### config.mk
export PLATFORM = sky130hd
export DESIGN_NAME = icache_axi_refill
export DESIGN_NICKNAME = d
export VERILOG_FILES = /design/src/rtl/icache_axi_refill.sv
export SDC_FILE = /design/constraint.sdc
export NUM_CORES = 1
export LEC_CHECK = 0
export ABC_AREA = 1
export ABC_CLOCK_PERIOD_IN_PS = 1700
export CORE_MARGIN = 5
export CORE_UTILIZATION = 45
export DETAILED_ROUTE_END_ITERATION = 12
export PLACE_DENSITY = 0.82
export SETUP_SLACK_MARGIN = 0.5
export SYNTH_ARGS = -nofsm -noshare
export SYNTH_HDL_FRONTEND = slang
export SYNTH_SLANG_ARGS = --single-unit
### constraint.sdc
create_clock -name clk -period 1.7 [get_ports clk]
set_input_delay 0.255 -clock clk [delete_from_list [all_inputs] [get_ports clk]]
set_output_delay 0.255 -clock clk [all_outputs]
set_load 0.05 [all_outputs]
### src/rtl/icache_axi_refill.sv
`default_nettype none
// ============================================================================
// Module      : icache_axi_refill
// Description : Single-outstanding AXI4 INCR read-burst line refill engine
//               between the ICache miss FSM and the AXI read channels.
// Revision    : 1.0 - initial release
// ============================================================================
module icache_axi_refill #(
    parameter int         OFFSET_LEN = 5,
    parameter logic [3:0] AXI_ID     = 4'h0,
    localparam int        c_WORDS    = 1 << (OFFSET_LEN - 2)
) (
    input  logic                      clk,
    input  logic                      resetn,
    input  logic                      rd_req,
    input  logic [31:0]               rd_addr,
    output logic                      gnt,
    output logic [c_WORDS-1:0][31:0]  line_data,
    output logic                      rd_err,
    output logic [3:0]                arid,
    output logic [31:0]               araddr,
    output logic [7:0]                arlen,
    output logic [2:0]                arsize,
    output logic [1:0]                arburst,
    output logic                      arvalid,
    input  logic                      arready,
    input  logic [31:0]               rdata,
    input  logic [1:0]                rresp,
    input  logic                      rlast,
    input  logic                      rvalid,
    output logic                      rready
);

    localparam int                 c_IDX_W = OFFSET_LEN - 2;
    localparam int                 c_CNT_W = c_IDX_W + 1;
    localparam logic [c_CNT_W-1:0] c_FULL  = c_CNT_W'(c_WORDS);
    localparam logic [c_CNT_W-1:0] c_LAST  = c_CNT_W'(c_WORDS - 1);

    typedef enum logic [1:0] {
        S_IDLE = 2'd0,
        S_AR   = 2'd1,
        S_R    = 2'd2,
        S_DONE = 2'd3
    } state_t;

    state_t             r_state;
    logic [c_CNT_W-1:0] r_cnt;
    logic               r_err;
    logic               w_beat_err;
    logic               w_unused;

    assign arid     = AXI_ID;
    assign arlen    = 8'(c_WORDS - 1);
    assign arsize   = 3'b010;
    assign arburst  = 2'b01;
    assign w_unused = &{1'b0, rd_addr[OFFSET_LEN-1:0]};

    // Error contribution of the beat currently on the R channel: bad response,
    // overflow beyond the line, or rlast arriving on the wrong beat.
    always_comb begin
        w_beat_err = 1'b0;
        if (rresp != 2'b00)
            w_beat_err = 1'b1;
        if (r_cnt >= c_FULL)
            w_beat_err = 1'b1;
        if (rlast && (r_cnt != c_LAST))
            w_beat_err = 1'b1;
    end

    always_ff @(posedge clk or negedge resetn) begin
        if (!resetn) begin
            r_state   <= S_IDLE;
            r_cnt     <= '0;
            r_err     <= 1'b0;
            arvalid   <= 1'b0;
            rready    <= 1'b0;
            gnt       <= 1'b0;
            rd_err    <= 1'b0;
            araddr    <= '0;
            line_data <= '0;
        end else begin
            gnt <= 1'b0;
            case (r_state)
                S_IDLE: begin
                    if (rd_req) begin
                        araddr  <= {rd_addr[31:OFFSET_LEN], {OFFSET_LEN{1'b0}}};
                        r_err   <= 1'b0;
                        r_cnt   <= '0;
                        arvalid <= 1'b1;
                        r_state <= S_AR;
                    end
                end
                S_AR: begin
                    if (arready) begin
                        arvalid <= 1'b0;
                        rready  <= 1'b1;
                        r_state <= S_R;
                    end
                end
                S_R: begin
                    if (rvalid) begin
                        if (r_cnt < c_FULL) begin
                            line_data[r_cnt[c_IDX_W-1:0]] <= rdata;
                            r_cnt <= r_cnt + 1'b1;
                        end
                        if (w_beat_err)
                            r_err <= 1'b1;
                        // Words not delivered by a short burst keep their old value.
                        if (rlast) begin
                            rready  <= 1'b0;
                            gnt     <= 1'b1;
                            rd_err  <= r_err | w_beat_err;
                            r_state <= S_DONE;
                        end
                    end
                end
                S_DONE: begin
                    r_state <= S_IDLE;
                end
                default: begin
                    r_state <= S_IDLE;
                end
            endcase
        end
    end

endmodule
`default_nettype wire

; Yosys cells after proc, flatten, opt, wreduce, memory -nomap -nowiden
; Cells that the tools add are included.
[totals]
reg_bits = 294
in_bits = 72
[classes]
order_cmp = 4
n_addsub = 1
n_eq_ne = 10
reduce_logical = 15
mux = 29
bitwise = 1
[ops]
columns = cell, count
row1 = $bwmux 256, 1
row2 = $demux 32 s3, 1
row3 = $mux 32, 1
row4 = $reduce_and 4->1, 4
row5 = $mux 1, 14
row6 = $mux 4, 3
row7 = $ne 2x2->1 const B, 6
row8 = $reduce_and 3->1, 3
row9 = $mux 2, 4
row10 = $pmux 2 s4, 1
row11 = $pmux 4 s2, 1
row12 = $reduce_bool 2->1, 4
row13 = $pmux 1 s2, 3
row14 = $add 4x1->4 const B, 1
row15 = $eq 2x2->1 const B, 2
row16 = $ge 4x4->1 const B, 1
row17 = $lt 3x4->1 const B, 1
row18 = $lt 4x4->1 const B, 1
row19 = $ne 4x3->1 const B, 1
row20 = $ge 3x1->1 const B, 1
row21 = $eq 2x1->1 const B, 1
row22 = $logic_and 1x1->1, 2
row23 = $logic_not 2->1, 1
row24 = $reduce_and 2->1, 1
row25 = $or 1x1->1, 1

; Depth between registers and ports, before layout
[depth]
word_depth = 7
ltp_mapped = 9
depth_no_buf = 8

; Worst setup path after synthesis
; No wires, ideal clock.
[synth_path]
path_kind = register to register
from = register r_state[0]
to = register araddr[23]
slack_ps = 128
arrival_time_ps = 1447
path_stages_with_launch = 7
t_required_ps = 1575
path_buffers = 2
path_cell_list = dfrtp_1 inv_1 ha_1 nand2_1 buf_2 buf_2 mux2_2
[synth_via]
elab_chain_cells = 2
[synth_rtl]
columns = item, line
row1 = from (decl), 46  ; state_t r_state;
row2 = from (signal assigned), 72  ; r_state <= S_IDLE;
row3 = from (signal assigned), 90  ; r_state <= S_AR;
row4 = from (signal assigned), 97  ; r_state <= S_R;
row5 = $logic_not 2->1, 83  ; case (r_state)
row6 = $reduce_and 2->1 (no line), n/a
row7 = to (signal assigned), 86  ; araddr <= {rd_addr[31:OFFSET_LEN], {OFFSET_LEN{1'b0}}};
row8 = to (decl), 21  ; output logic [31:0] araddr,
; Every way passes these cells.
; A chain may end at the register's enable or synchronous reset.

; Worst setup path in the final report
[layout_path]
from = register r_state[0]
to = register line_data[156] (netlist bit)
[layout_via]
elab_chain_cells = 2
[layout_rtl]
columns = item, line
row1 = $eq 2x2->1, 83
row2 = $reduce_and 3->1 (no line), n/a
row3 = "to (signal, indexed assignment)", 103  ; line_data[r_cnt[c_IDX_W-1:0]] <= rdata;
row4 = to (decl), 18  ; output logic [c_WORDS-1:0][31:0] line_data,
; Every way passes these cells.

==> key figures <==
Routing
  – DRT Wirelength: 38.76 mm
  – Vias post-DR: 9848
  – Residual DRC count: 0
  – Post-route ant nets: 0
  – Drt pass-1 iters: 5
  – Post-DR wirelength/cell: 20.69 um
  – Via density: 5.258
  – Initial DRC Count: 763

Finish
  – Area growth syn-to-layout: 62.88%
  – # diodes: 0
  – Register Area: 7360 um2
  – Most frequent cells in the layout: dfrtp_1 (292), buf_6 (287), nand2_1 (276), o21ai_1 (247), buf_4 (143)
  – Multi-input logic area: 3363 um2
  – Share of cells above drive strength 1: 0.3751
  – Fillers: 1413
  – Post-Route Utilization: 0.7417
  – Nets: 1603
  – Final Cell Area: 17930 um2
  – Most common cell after layout, fill and taps aside: dfrtp_1
  – Final Non-Filler Cells: 1873

Power and ir drop
  – Leakage: 8.982 nW
  – Total power: 32.98 mW
  – Switching Fraction: 0.4217
  – Clk pwr share: 0.214
  – Reg power frac: 0.309
  – IR drop worst, VDD: 0.001725 V
  – Power Density: 1839 nW/um2
  – Gate power share: 0.476
  – Switching pwr: 13.91 mW
  – Int Pwr: 19.07 mW

Global routing
  – GRT Residual Overflow: 0
  – Vias in the first global route: 8964
  – Antenna violations before repair: 0
  – First-pass GRT wire length: 50.03 mm
  – Overall routing resource usage: 0.2210
  – Largest net degree at the start of global routing: 65

STA
  – Worst-margin pin slew: 527.5 ps
  – Worst Hold Margin: 239.3 ps
  – Hold Vio Cnt, Final: 0
  – Fmax: 0.6028 GHz
  – Post-Route Skew: 13.00 ps
  – Final Cycle Share: 0.9758
  – Post-route setup slack: 41.16 ps
  – Period minus WS final: 1659 ps
  – RSZ-0062 raised after global routing: true
  – Max-slew violations: 0
  – Setup TNS Final: 0 ps
  – Relative slew slack: 0.6483
  – # setup viols final: 0

Die
  – Chip Height: 166.4 um
  – Die width: 166.4 um
  – Row cnt: 57
  – Ports: 381
  – Die area: 27690 um2
  – Initial Utilization: 0.4554
  – Core area: 24180 um2

Yosys
  – Synth warn: 0
  – Synth cell types: 19
  – Yosys top cell area share: 0.6683
  – Post-synth top area cell: dfrtp_1
  – Syn_area_per_cell: 10.73 um2
  – Mapped Area: 11010 um2
  – Mapped Cells: 1026
  – Largest cells by area after synthesis: dfrtp_1 (67%), o21ai_1 (12%), nand2_1 (9.6%), mux2_2 (2.8%), buf_2 (2.5%)
  – Post-synthesis sequential area ratio: 0.6683
  – Yosys reg bits: 294

Outcome
  – Outcome: complete, no violations

Setup path
  – Crit path cell chain: inv_2, ha_4, nand2_4, nor2_8, buf_12, nand4_4, buf_12, o21ai_1
  – Crit end category: flip-flop
  – WP data arrival: 2100 ps
  – Worst endpoint required time: 2140 ps
  – R2r worst-path depth: 8
  – R2R setup slack: 40 ps
  – Crit path largest cell delay: 390 ps
  – R2R Path Start: r_state[0]
  – FF-to-FF End: line_data[156]
  – Worst-path fanout max: 24
  – Crit path top cell by count: buf_12
  – Crit Path Class: reg -> reg
  – CP max-delay cell: dfrtp_1
  – Type of origin of the critical path: flip-flop

Clock tree
  – Clock Tree Buf Depth: 3
  – Clk slew on worst S/H paths: 60 ps
  – Clk_lat worst skew: 550 ps
  – Total CTS buffers: 30
  – Clock root cell: clkbuf_16
  – Clk sinks: 294
  – H-tree level count: 1
  – TritonCTS clock tree: yes

Flow run
  – Max Cap Viol: 0

Place
  – GPL Wtd Cong: 0.7914
  – IO buf count: 353
  – Placed cell area: 14330 um2
  – Dpl ws: -192.9 ps
  – Dpl cells: 1676
  – Dpl hpwl: 21.68 mm

Worst hold path
  – Tightest Hold Check Type: in -> async
-- metal layers --
metal | GRT usage | share of wire | up-vias
met4 | 0.06866 | 0.039 | 0
li1 | - | - | 4345
met1 | 0.2773 | 0.36 | 4851
met5 | 0 | 0 | -
met2 | 0.3712 | 0.51 | 540
met3 | 0.06684 | 0.089 | 112
-- power by group through the flow --
stage                     combinational (mW)  clock [mW]  sequential [mW]
after floorplan                         2.59           0             15.6
after global placement                  12.2           0             9.79
after detailed placement                12.4           0             9.85
after CTS                               12.6        7.09             9.78
after global routing                    16.4        7.48             10.4
final                                   15.7        7.07             10.2
-- worst max path at each step --
stage,from,end,slack [ps],depth (start not counted)
final,r_state[0],line_data[156],40,8
after global routing,r_state[0],line_data[41],-20,9
after global placement,rvalid,line_data[61],-160,7
after floorplan,r_state[0],line_data[131],180,8
after CTS,r_state[0],line_data[34],110,9
after detailed placement,rvalid,line_data[187],-190,7
-- critical path, delay by kind of cell (launching register included) --
family,cells,cell delay [ps]
buf+inv,3,460
simple gates,3,320
flops,1,390
fa+ha+maj,1,140
compound gates,1,230
-- registers in the layout, summed over array words and instances, names as in the netlist --
| signal | cells |
|---|---|
| r_err | 1 |
| line_data | 256 |
| r_state | 2 |
| r_cnt | 4 |
| gnt | 1 |
| arvalid | 1 |
| rready | 1 |
| rd_err | 1 |
| araddr | 27 |
-- Yosys cell counts, drive strengths merged --
master / count
ha: 5
o21ai: 268
a21oi: 2
nand2: 282
mux2: 27
nand3: 4
inv: 47
dfrtp: 294
conb: 2
buf: 77
nand4: 9
nor2: 8
or2: 1
-- cell families (layout without fill, tap and decap cells) --
group	Yosys count	in the layout	share of synthesized area
other	2	22	0.0006822
muxes	27	27	0.02762
DFF	294	294	0.6683
and+or+nand+nor	304	304	0.1190
buffers and inverters	124	627	0.05603
AOI/OAI and AO/OA	270	270	0.1227
adders and majority gates	5	5	0.005682
-- repair_timing --
| item | in CTS | in global routing |
|---|---|---|
| pin swaps | 1 | 10 |
| endpoints found under the hold margin | 47 | 0 |
| gates resized for setup | 22 | 347 |
| endpoints found under the setup margin | 580 | 580 |
| buffers inserted | 3 | 133 |
| cloned | 1 | 4 |
| hold buffers | 1 | 0 |
-- final cells by class --
cell class | count | share of cell area
tap | 324 | 0.02261
multi-input combinational | 628 | 0.1876
clock buffer | 41 | 0.04759
inverter | 47 | 0.009978
timing repair buffer | 525 | 0.3103
clock inverter | 14 | 0.01158
sequential | 294 | 0.4104
No activity file was read; power rests on OpenSTA's default activity.
